### src/rtl/trap_ctrl.sv
// trap_ctrl: commit-stage trap sequencer.
// Captures ecall / mret / timer-interrupt events on a retirement boundary,
// waits for outstanding bus traffic to drain, then issues one-cycle
// trap or return pulses to the CSR file together with a pipeline flush
// and a fetch redirect. A settle cycle follows every pulse so that the
// CSR side effects (mstatus.MIE) are visible before itTime is sampled again.
module trap_ctrl #(
    parameter int ADDR_W    = 64,
    parameter int DRAIN_MAX = 255
) (
    input  logic              clk,
    input  logic              rst,
    input  logic              commit_valid,
    input  logic [ADDR_W-1:0] commit_pc,
    input  logic [ADDR_W-1:0] commit_next_pc,
    input  logic              is_ecall,
    input  logic              is_mret,
    input  logic              itTime,
    input  logic [ADDR_W-1:0] irqAddr,
    input  logic [ADDR_W-1:0] mepc_i,
    input  logic              mem_busy,
    output logic [1:0]        IRQtype,
    output logic              IRQret,
    output logic [ADDR_W-1:0] retAddr,
    output logic              stall_commit,
    output logic              flush,
    output logic              redirect_valid,
    output logic [ADDR_W-1:0] redirect_pc,
    output logic              drain_timeout
);

    typedef enum logic [2:0] {
        ST_IDLE   = 3'd0,
        ST_DRAIN  = 3'd1,
        ST_TRAP   = 3'd2,
        ST_RET    = 3'd3,
        ST_SETTLE = 3'd4
    } state_t;

    typedef enum logic [1:0] {
        K_NONE  = 2'd0,
        K_ECALL = 2'd1,
        K_MRET  = 2'd2,
        K_INT   = 2'd3
    } kind_t;

    // Saturation limit of the 8-bit drain counter.
    localparam logic [7:0] DRAIN_MAX_C = 8'(DRAIN_MAX);

    // Encoding seen by the CSR file: 10 = ecall, 01 = timer interrupt.
    function automatic logic [1:0] irq_code(input kind_t kind);
        logic [1:0] code;
        case (kind)
            K_ECALL: code = 2'b10;
            K_INT:   code = 2'b01;
            default: code = 2'b00;
        endcase
        return code;
    endfunction

    state_t              state_r;
    kind_t               kind_r;
    logic [ADDR_W-1:0]   epc_r;
    logic [7:0]          cnt_r;
    logic                drain_timeout_r;
    logic [1:0]          irq_type_r;
    logic                irq_ret_r;
    logic [ADDR_W-1:0]   ret_addr_r;
    logic                stall_r;
    logic                flush_r;
    logic                redirect_valid_r;

    logic                ev_valid_s;
    kind_t               ev_kind_s;
    logic [ADDR_W-1:0]   ev_epc_s;
    logic [ADDR_W-1:0]   redirect_pc_s;

    // Decode the retiring instruction into a trap event (ecall > mret > timer).
    always_comb begin
        ev_valid_s = 1'b0;
        ev_kind_s  = K_NONE;
        ev_epc_s   = '0;
        if (commit_valid) begin
            if (is_ecall) begin
                ev_valid_s = 1'b1;
                ev_kind_s  = K_ECALL;
                ev_epc_s   = commit_pc;
            end else if (is_mret) begin
                ev_valid_s = 1'b1;
                ev_kind_s  = K_MRET;
            end else if (itTime) begin
                // The retiring instruction completes, so resume after it.
                ev_valid_s = 1'b1;
                ev_kind_s  = K_INT;
                ev_epc_s   = commit_next_pc;
            end else begin
                ev_valid_s = 1'b0;
            end
        end else begin
            ev_valid_s = 1'b0;
        end
    end

    // Sequencer FSM with registered pulse/stall outputs and sticky drain timeout.
    always_ff @(posedge clk or negedge rst) begin
        if (!rst) begin
            state_r          <= ST_IDLE;
            kind_r           <= K_NONE;
            epc_r            <= '0;
            cnt_r            <= 8'd0;
            drain_timeout_r  <= 1'b0;
            irq_type_r       <= 2'b00;
            irq_ret_r        <= 1'b0;
            ret_addr_r       <= '0;
            stall_r          <= 1'b0;
            flush_r          <= 1'b0;
            redirect_valid_r <= 1'b0;
        end else begin
            irq_type_r       <= 2'b00;
            irq_ret_r        <= 1'b0;
            flush_r          <= 1'b0;
            redirect_valid_r <= 1'b0;
            stall_r          <= 1'b0;
            case (state_r)
                ST_IDLE: begin
                    if (ev_valid_s) begin
                        kind_r  <= ev_kind_s;
                        epc_r   <= ev_epc_s;
                        stall_r <= 1'b1;
                        cnt_r   <= 8'd0;
                        if (mem_busy) begin
                            state_r <= ST_DRAIN;
                        end else if (ev_kind_s == K_MRET) begin
                            state_r          <= ST_RET;
                            irq_ret_r        <= 1'b1;
                            flush_r          <= 1'b1;
                            redirect_valid_r <= 1'b1;
                        end else begin
                            state_r          <= ST_TRAP;
                            irq_type_r       <= irq_code(ev_kind_s);
                            ret_addr_r       <= ev_epc_s;
                            flush_r          <= 1'b1;
                            redirect_valid_r <= 1'b1;
                        end
                    end else begin
                        state_r <= ST_IDLE;
                    end
                end
                ST_DRAIN: begin
                    stall_r <= 1'b1;
                    if (mem_busy) begin
                        if (cnt_r < DRAIN_MAX_C) begin
                            cnt_r <= cnt_r + 8'd1;
                        end else begin
                            cnt_r <= cnt_r;
                        end
                        // Flag the overlong drain but keep waiting for the bus.
                        if (cnt_r >= (DRAIN_MAX_C - 8'd1)) begin
                            drain_timeout_r <= 1'b1;
                        end else begin
                            drain_timeout_r <= drain_timeout_r;
                        end
                    end else begin
                        cnt_r <= 8'd0;
                        if (kind_r == K_MRET) begin
                            state_r          <= ST_RET;
                            irq_ret_r        <= 1'b1;
                            flush_r          <= 1'b1;
                            redirect_valid_r <= 1'b1;
                        end else begin
                            state_r          <= ST_TRAP;
                            irq_type_r       <= irq_code(kind_r);
                            ret_addr_r       <= epc_r;
                            flush_r          <= 1'b1;
                            redirect_valid_r <= 1'b1;
                        end
                    end
                end
                ST_TRAP, ST_RET: begin
                    state_r <= ST_SETTLE;
                    stall_r <= 1'b1;
                end
                ST_SETTLE: begin
                    state_r <= ST_IDLE;
                    kind_r  <= K_NONE;
                end
                default: begin
                    state_r <= ST_IDLE;
                end
            endcase
        end
    end

    // Redirect target follows the live CSR values during the pulse cycle.
    always_comb begin
        redirect_pc_s = '0;
        case (state_r)
            ST_TRAP: redirect_pc_s = irqAddr;
            ST_RET:  redirect_pc_s = mepc_i;
            default: redirect_pc_s = '0;
        endcase
    end

    assign IRQtype        = irq_type_r;
    assign IRQret         = irq_ret_r;
    assign retAddr        = ret_addr_r;
    assign stall_commit   = stall_r;
    assign flush          = flush_r;
    assign redirect_valid = redirect_valid_r;
    assign redirect_pc    = redirect_pc_s;
    assign drain_timeout  = drain_timeout_r;

endmodule

### config.mk
export PLATFORM = sky130hd
export DESIGN_NAME = trap_ctrl
export DESIGN_NICKNAME = d
export VERILOG_FILES = /design/src/rtl/trap_ctrl.sv
export SDC_FILE = /design/constraint.sdc
export NUM_CORES = 1
export LEC_CHECK = 0
export BUFFER_PORTS_ARGS = -buffer_cell sky130_fd_sc_hd__buf_2
export CAP_MARGIN = 0
export CORE_MARGIN = 4
export CORE_UTILIZATION = 36
export DETAILED_ROUTE_END_ITERATION = 7
export PLACE_DENSITY = 0.75
export SLEW_MARGIN = 40
export SYNTH_ARGS = -nofsm -noshare
export SYNTH_HDL_FRONTEND = slang
export SYNTH_SLANG_ARGS = --single-unit
### constraint.sdc
create_clock -name clk -period 2.5 [get_ports clk]
set_input_delay 0.125 -clock clk [delete_from_list [all_inputs] [get_ports clk]]
set_output_delay 0.125 -clock clk [all_outputs]
set_load 0.03 [all_outputs]
==> results.toml, run 1 <==
[outcome]
status = "finished clean"

[final_layout]
final_common_cell = "buf_2"
drive_gt1_frac = 0.398
finish.net_count = 1479
n_fill_cell = 2067
area_growth_pct = 35.8
layout_common_cells = "buf_2, mux2i_1, dfrtp_1"
diodes = 0
final_core_util = 0.502

[drt]
drc_errors = 0
drtIter0Drc = 357
dr_total_vias = 7400
vias_per_cell = 4.91
drt-wirelength-per-cell_um = 16.7
first_pass_iters = 5
finalWirelength_um = 25200
detail-route-antenna-nets = 0

[sta]
finalMaxSlewViolations = 0
worstMarginPinSlew_ps = 699
fin_crit_ps = 2200
maxSlewHeadroom = 0.534
fmax_ghz = 0.454
setup-violations-final = 0
hold_violations = 0
skew_ps = 9.80
setup_tns_ps = 0
rsz0062_at_grt = "no"
timing.final.crit_share = 0.882

[global_route]
grt_pass1_wl_um = 37600
grt_overflow_total = 0
grt_usage = 0.191
antenna_found_initial = 1
grt_max_degree = 75
grt_pass1_vias = 7247

[clock_network]
ctsHtreeMaxLevel = 4
post_cts_resized = 0
cts_tree = "built"
cts-root-buf = "clkbuf_16"
cts.path.max_buffers = 2
clock-sinks = 147
path_clk_slew_ps = 70
clk_latency_ps = 420
cts_made_buffers = 17

[synth]
synth_xor_area_frac = 0
yosys_warnings = 0
synthCells = 841
synth_mux_area_frac = 0.244
synth_edf_count = 0
ys_seq_elements = 147
synth_compound_area_frac = 0.114
synth-main-ff-cell = "dfrtp_1"
synth_fa_ha_area_frac = 0.00307
ys_seq_area_frac = 0.452
synth_top_family_by_area = "multiplexers"
synth-simple-area-share = 0.115
yosysUniqueCellTypes = 43
synth_area_mm2 = 0.00814
syn_avg_cell_area_um2 = 9.68
ys_async_sr_fraction = 1.00
syn_nets = 1106

[critical_path]
crit_required_ps = 2380
path_max_fanout = 58
cp.arrival_ps = 2080
worst_setup_path_start_kind = "flip-flop"
endpoint_kind = "output pin"
crit_type = "flip-flop to output pin"

[pwr]
clock_power_share = 0.238
p_leak_uw = 0.00611
power_switching_uw = 4710
sw_frac_of_total = 0.417
p_int_uw = 6580
peakVddDrop_v = 0.000421
seqPwrFrac = 0.329
powerDensity_mw_per_mm2 = 1020
pwr-share-comb = 0.433

[place]
port-buffer-count = 397
hpwl_um = 19500
routabilityCongestion = 0.913

[floorplanning]
initial_utilization = 0.370
die_y_um = 158
ios = 398
rows = 54
die_area_mm2 = 0.0251
die_x_um = 158
coreArea_mm2 = 0.0220

[worst_hold_path]
hold_path.class = "primary input to flip-flop"

[run]
maxCapViolCount = 0
==> registers in the layout (all words and copies together), names as in the netlist <==
name            flops
kind_r              2
epc_r              64
retAddr            64
IRQtype             2
cnt_r               8
stall_commit        1
IRQret              1
drain_timeout       1
redirect_valid      1
state_r             3
==> cells by family after synthesis <==
family | Yosys count
buffers and inverters | 132
adder cells (fa/ha/maj) | 2
flip-flops | 147
AO/OA/AOI/OAI | 134
AND/OR/NAND/NOR | 232
multiplexers | 194
==> area by class of cell <==
type                    count  area [um^2]  share of cell area
flip-flops and latches    147         3680               0.333
multi-input cells         562         3910               0.354
inverters                  70          263              0.0238
repair buffers            416         2230               0.202
clock buffers              17          425              0.0385
clock inverters            15          196              0.0178
well taps                 280          350              0.0317
==> per-layer routing <==
| metal | vias to the layer above | global-route usage | wire length, um |
|---|---|---|---|
| met5 | - | 0 | 7 |
| met4 | 2 | 0.0776 | 830 |
| met3 | 44 | 0.0538 | 1810 |
| met2 | 305 | 0.341 | 12900 |
| met1 | 3437 | 0.216 | 9600 |
| li1 | 3612 | - | - |
==> critical path: stages, from the launching register on <==
cell	delay [ps]
dfrtp_4	610
buf_12	360
mux2i_1	150
nor2_1	240
buf_2	260
==> worst paths after layout <==
kind,from,to,slack (ps),depth (start not counted)
setup / recovery,state_r[0]$_DFFE_PN0N_,redirect_pc[16],300,4
hold / removal,commit_pc[47],epc_r[47]$_DFFE_PN0P_,30,3
setup reg to reg,state_r[0]$_DFFE_PN0N_,retAddr[56]$_DFFE_PN0P_,450,5
hold reg to reg,epc_r[30]$_DFFE_PN0P_,epc_r[30]$_DFFE_PN0P_,460,2
max in group asynchronous,rst,retAddr[21]$_DFFE_PN0P_,1430,3
min in group asynchronous,rst,retAddr[10]$_DFFE_PN0P_,280,2
==> metrics by stage <==
step / instances / hold WS, ps / setup WS (ps) / total power (uW) / instance area (um^2)
final: 1507 / 34.2 / 295 / 11300 / 11100
after detailed placement: 1472 / 194 / 452 / 8700 / 10400
after global placement: 1472 / 199 / 484 / 8560 / 10400
after CTS: 1507 / 19.7 / 285 / 11400 / 11100
after global routing: 1507 / 29.8 / 190 / 12000 / 11100
after floorplan: 841 / -171 / 733 / 7130 / 8140
==> cell usage after synthesis (3+ instances only) <==
cell type | n | share of area
a21oi_1 | 10 | 0.0061
a22o_1 | 31 | 0.033
a22oi_1 | 33 | 0.030
a31oi_1 | 4 | 0.0031
and2_1 | 3 | 0.0023
buf_1 | 6 | 0.0028
buf_2 | 27 | 0.017
buf_4 | 9 | 0.0083
buf_6 | 3 | 0.0041
clkbuf_1 | 15 | 0.0069
dfrtp_1 | 147 | 0.45
inv_1 | 70 | 0.032
mux2_2 | 33 | 0.046
mux2i_1 | 161 | 0.20
nand2_1 | 134 | 0.062
nand3_1 | 5 | 0.0031
nor2_1 | 73 | 0.034
o211ai_1 | 3 | 0.0028
o21ai_0 | 41 | 0.025
==> repair_timing <==
item,CTS,global route
buffers inserted,0,0
hold endpoints to repair,75,0
hold buffers,3,0
==> power by group through the flow <==
| stage | registers (uW) | clock network, uW | logic [uW] |
|---|---|---|---|
| 6_report | 3710 | 2680 | 4890 |
| 5_1_grt | 3830 | 2870 | 5260 |
| 4_1_cts | 3720 | 2750 | 4950 |
| 3_5_place_dp | 3760 | 0 | 4940 |
| 3_3_place_gp | 3720 | 0 | 4840 |
| 2_1_floorplan | 4720 | 0 | 2410 |
(Power assumes the default switching activity.)
==> run 2, diff against run 1 <==
--- a/config.mk
+++ b/config.mk
@@ -7,10 +7,10 @@
 export LEC_CHECK = 0
 export BUFFER_PORTS_ARGS = -buffer_cell sky130_fd_sc_hd__buf_2
 export CAP_MARGIN = 0
-export CORE_MARGIN = 4
-export CORE_UTILIZATION = 36
+export CORE_AREA = 2 2 154 156
 export DETAILED_ROUTE_END_ITERATION = 7
-export PLACE_DENSITY = 0.75
+export DIE_AREA = 0 0 156 158
+export PLACE_DENSITY = 0.74
 export SLEW_MARGIN = 40
 export SYNTH_ARGS = -nofsm -noshare
 export SYNTH_HDL_FRONTEND = slang
==> run 2 against run 1 <==
Compared with the run above: wire length is 0.41% higher; largest cell class unchanged; maximum frequency down 3.4%; critical endpoint is now redirect_pc[22]; first-iteration DRC count shrank 13%; highest routed layer is now met4.
==> results.toml, run 2 (synthesis gave the netlist of run 1 again) <==
[floorplanning]
die_area_mm2 = 0.0246
rows = 56
die_y_um = 158
initial_utilization = 0.353
coreArea_mm2 = 0.0231
die_x_um = 156
ios = 398

[pwr]
p_leak_uw = 0.00609
powerDensity_mw_per_mm2 = 1020
power.total_uw = 11200
peakVddDrop_v = 0.000431

[final_layout]
final_common_cell = "buf_2"
drive_gt1_frac = 0.397
area_growth_pct = 35.5
final_core_util = 0.479
final_area_mm2 = 0.0110
layout_common_cells = "buf_2, mux2i_1, dfrtp_1"
finish.net_count = 1479

[global_route]
grt_pass1_vias = 7098
grt_usage = 0.198
antenna_found_initial = 3
grt_max_degree = 66
grt_overflow_total = 0
grt_pass1_wl_um = 37800

[critical_path]
cpPeakStageDelay_ps = 560
crit_type = "flip-flop to output pin"
cp.arrival_ps = 2160
endpoint_kind = "output pin"
crit_required_ps = 2380
cp_cell_sequence = "buf_4 -> mux2i_1 -> nor2_1 -> buf_2"
crit_family = "buffers and inverters"
slowest_stage = "buf_4"
path_max_fanout = 42
critPathBufInv = 2
worst_setup_path_start_kind = "flip-flop"

[sta]
whs_ps = 40.6
rsz0062_at_grt = "no"
timing.final.crit_share = 0.913
setup-violations-final = 0
skew_ps = 12.3
worstMarginPinSlew_ps = 652
setup_tns_ps = 0
fmax_ghz = 0.438
finalMaxSlewViolations = 0
fin_crit_ps = 2280
maxSlewHeadroom = 0.565
hold_violations = 0

[drt]
dr_total_vias = 7433
drt-wirelength-per-cell_um = 16.7
first_pass_iters = 4
vias_per_cell = 4.90
detail-route-antenna-nets = 0
drc_errors = 0
finalWirelength_um = 25300
drtIter0Drc = 309

[clock_network]
cts.path.max_buffers = 2
cts_setup_buffers = 0
cts_made_buffers = 17
ctsHtreeMaxLevel = 4
cts_hold_buf = 2
cts_tree = "built"
cts-root-buf = "clkbuf_16"
clock-sinks = 147
post_cts_resized = 0
path_clk_slew_ps = 70
clk_latency_ps = 410

[place]
detailed_place.area_mm2 = 0.0104
port-buffer-count = 397
hpwl_um = 19400
routabilityCongestion = 0.886

[outcome]
status = "finished clean"

[run]
maxCapViolCount = 0

[worst_hold_path]
hold_path.class = "primary input to flip-flop"
-- run 2: final cells by class --
cell class / count / area [um^2]
Clock inverter: 12 / 156
Clock buffer: 19 / 443
Tap cell: 290 / 363
Fill cell: 2189 / 12000
Sequential cell: 147 / 3680
Multi-Input combinational cell: 562 / 3910
Timing Repair Buffer: 416 / 2220
Antenna cell: 1 / 2.50
Inverter: 70 / 263
-- run 2: worst min-delay path: stages --
cell	delay, ps
buf_2	80
a22oi_1	70
o21ai_0	140
-- run 2: worst paths after layout --
kind	start	end	slack (ps)	cells past startpoint
worst max-delay path	state_r[0]$_DFFE_PN0N_	redirect_pc[22]	220	4
worst min-delay path	commit_pc[49]	epc_r[49]$_DFFE_PN0P_	40	3
worst max register to register	state_r[0]$_DFFE_PN0N_	cnt_r[0]$_DFFE_PN0P_	420	4
worst min register to register	epc_r[3]$_DFFE_PN0P_	epc_r[3]$_DFFE_PN0P_	460	2
max in group asynchronous	rst	cnt_r[6]$_DFFE_PN0P_	1490	3
min in group asynchronous	rst	retAddr[2]$_DFFE_PN0P_	250	2
-- run 2: report_power, final --
part           total (uW)  switching [uW]  internal, uW
logic                4880            3140          1740
clock network        2620            1030          1600
registers            3720             480          3230
-- run 2: layer usage --
layer  wire (um)  GRT usage  share of wire  vias up
met4         423     0.0642          0.017        0
met3        1480     0.0411          0.059       24
met1        9800      0.225           0.39     3536
li1            -          -              -     3607
met2       13600      0.370           0.54      266
met5           0          0              0        -
-- run 2: per-stage QoR --
stage,instances,worst slack [ps]
6_report,1517,218
2_1_floorplan,841,733
3_5_place_dp,1483,439
4_1_cts,1516,156
3_3_place_gp,1482,503
5_1_grt,1517,102
==> run 3, diff against run 2 <==
--- a/config.mk
+++ b/config.mk
@@ -5,7 +5,7 @@
 export SDC_FILE = /design/constraint.sdc
 export NUM_CORES = 1
 export LEC_CHECK = 0
-export BUFFER_PORTS_ARGS = -buffer_cell sky130_fd_sc_hd__buf_2
+export BUFFER_PORTS_ARGS = -buffer_cell sky130_fd_sc_hd__buf_4
 export CAP_MARGIN = 0
 export CORE_AREA = 2 2 154 156
 export DETAILED_ROUTE_END_ITERATION = 7
==> run 3 against run 2 <==
Compared with the run above: count of clock-buffer cells in the layout fell by 1; critical path depth unchanged; final cell count is 0.20% lower; maximum frequency up 3.5%; final area up 9.5%; non-clock buffer count decreased by 2; total power increased by 5.6%; first-iteration DRC count fell by 3.9%; largest power group unchanged.
==> results.toml, run 3 (synthesis gave the netlist of run 1 again) <==
[sta]
finalMaxSlewViolations = 0
maxSlewHeadroom = 0.644
worstMarginPinSlew_ps = 534
setup_tns_ps = 0
setup-violations-final = 0
timing.final.crit_share = 0.882
fin_crit_ps = 2200
hold_violations = 0
fmax_ghz = 0.454
skew_ps = 6.33
rsz0062_at_grt = "no"

[global_route]
grt_pass1_wl_um = 38400
grt_pass1_vias = 7207
grt_overflow_total = 0
grt_max_degree = 67
use_met3 = 0.0512
met2_usage = 0.375
grt_usage = 0.203
use_met1 = 0.229
antenna_found_initial = 1
grt-busiest-layer = "met2"

[place]
hpwl_um = 19400
port-buffer-count = 397
routabilityCongestion = 0.876

[final_layout]
finish.net_count = 1477
layout_common_cells = "buf_4, mux2i_1, dfrtp_1"
area_growth_pct = 48.4
drive_gt1_frac = 0.397
final_common_cell = "buf_4"

[critical_path]
crit-reg2reg-launch = "state_r[2]$_DFFE_PN0N_"
crit_required_ps = 2380
cp_cell_sequence = "buf_12 -> mux2i_1 -> nor2_1 -> buf_4"
setup.worst_path.start = "state_r[0]$_DFFE_PN0N_"
worst_setup_path_start_kind = "flip-flop"
crit_type = "flip-flop to output pin"
cpPeakStageDelay_ps = 530
slowest_stage = "dfrtp_4"
path_max_fanout = 66
endpoint_kind = "output pin"
reg2reg_depth = 6
cp.arrival_ps = 2080

[pwr]
power.total_uw = 11800
powerDensity_mw_per_mm2 = 981
p_leak_uw = 0.00635
peakVddDrop_v = 0.000407

[clock_network]
ctsHtreeMaxLevel = 4
cts-root-buf = "clkbuf_16"
cts_made_buffers = 17
clock-sinks = 147
cts_tree = "built"
post_cts_resized = 0
clk_latency_ps = 410
path_clk_slew_ps = 60
cts.path.max_buffers = 2

[worst_hold_path]
hold_path.class = "primary input to flip-flop"
hold_depth = 3
min-delay-start = "commit_valid"

[floorplanning]
die_y_um = 158
rows = 56
initial_utilization = 0.353
coreArea_mm2 = 0.0231
die_area_mm2 = 0.0246
ios = 398
die_x_um = 156

[outcome]
status = "finished clean"

[drt]
finalWirelength_um = 25700
first_pass_iters = 4
drt-wirelength-per-cell_um = 16.9
detail-route-antenna-nets = 0
vias_per_cell = 4.86
drc_errors = 0
dr_total_vias = 7359
drtIter0Drc = 297

[run]
maxCapViolCount = 0
run 3: per-stage QoR:
step                      cells   util  instance area, um^2  worst slack [ps]  hold WS [ps]
after floorplan             841      -                 8140               733          -171
after global placement     1479  0.494                11400               492           128
after detailed placement   1481  0.496                11400               421           136
after CTS                  1513  0.524                12100               257          5.50
after global routing       1514  0.524                12100               240          32.6
final                      1514  0.524                12100               295          29.1
run 3: path summary, 6_finish.rpt:
kind	slack [ps]	end
setup / recovery	300	redirect_pc[37]
hold / removal	30	kind_r[0]$_DFFE_PN0P_
setup reg to reg	410	epc_r[53]$_DFFE_PN0P_
hold reg to reg	460	epc_r[10]$_DFFE_PN0P_
max in group asynchronous	1470	retAddr[24]$_DFFE_PN0P_
min in group asynchronous	230	epc_r[2]$_DFFE_PN0P_
run 3: critical path, delay by kind of cell, from the launching register on:
family                 cells  cell delay (ps)
multiplexers               1              420
AND/OR/NAND/NOR            1               80
buffers and inverters      2              580
flip-flops                 1              530
run 3: area by class of cell:
| cell class | count | area [um^2] |
|---|---|---|
| fill | 2089 | 11000 |
| clock buffer | 18 | 439 |
| timing repair buffer | 414 | 3240 |
| multi-input combinational | 562 | 3910 |
| tap | 290 | 363 |
| clock inverter | 12 | 179 |
| sequential | 147 | 3680 |
| inverter | 70 | 263 |
| antenna | 1 | 2.50 |
run 3: where the power goes:
part / leakage (uW) / internal [uW] / total, uW / switching [uW]
Combinational: 0.00409 / 2250 / 5430 / 3190
Sequential: 0.00196 / 3240 / 3710 / 476
Clock: 0.000295 / 1690 / 2700 / 1010
run 3: what timing repair did:
action,CTS,global route
hold endpoints to repair,56,0
hold buffers,2,0
setup buffers,0,0
run 3: per-layer routing:
metal,vias up,wire length [um]
li1,3608,-
met1,3463,9840
met2,258,13600
met3,30,1630
met4,0,601
met5,-,0
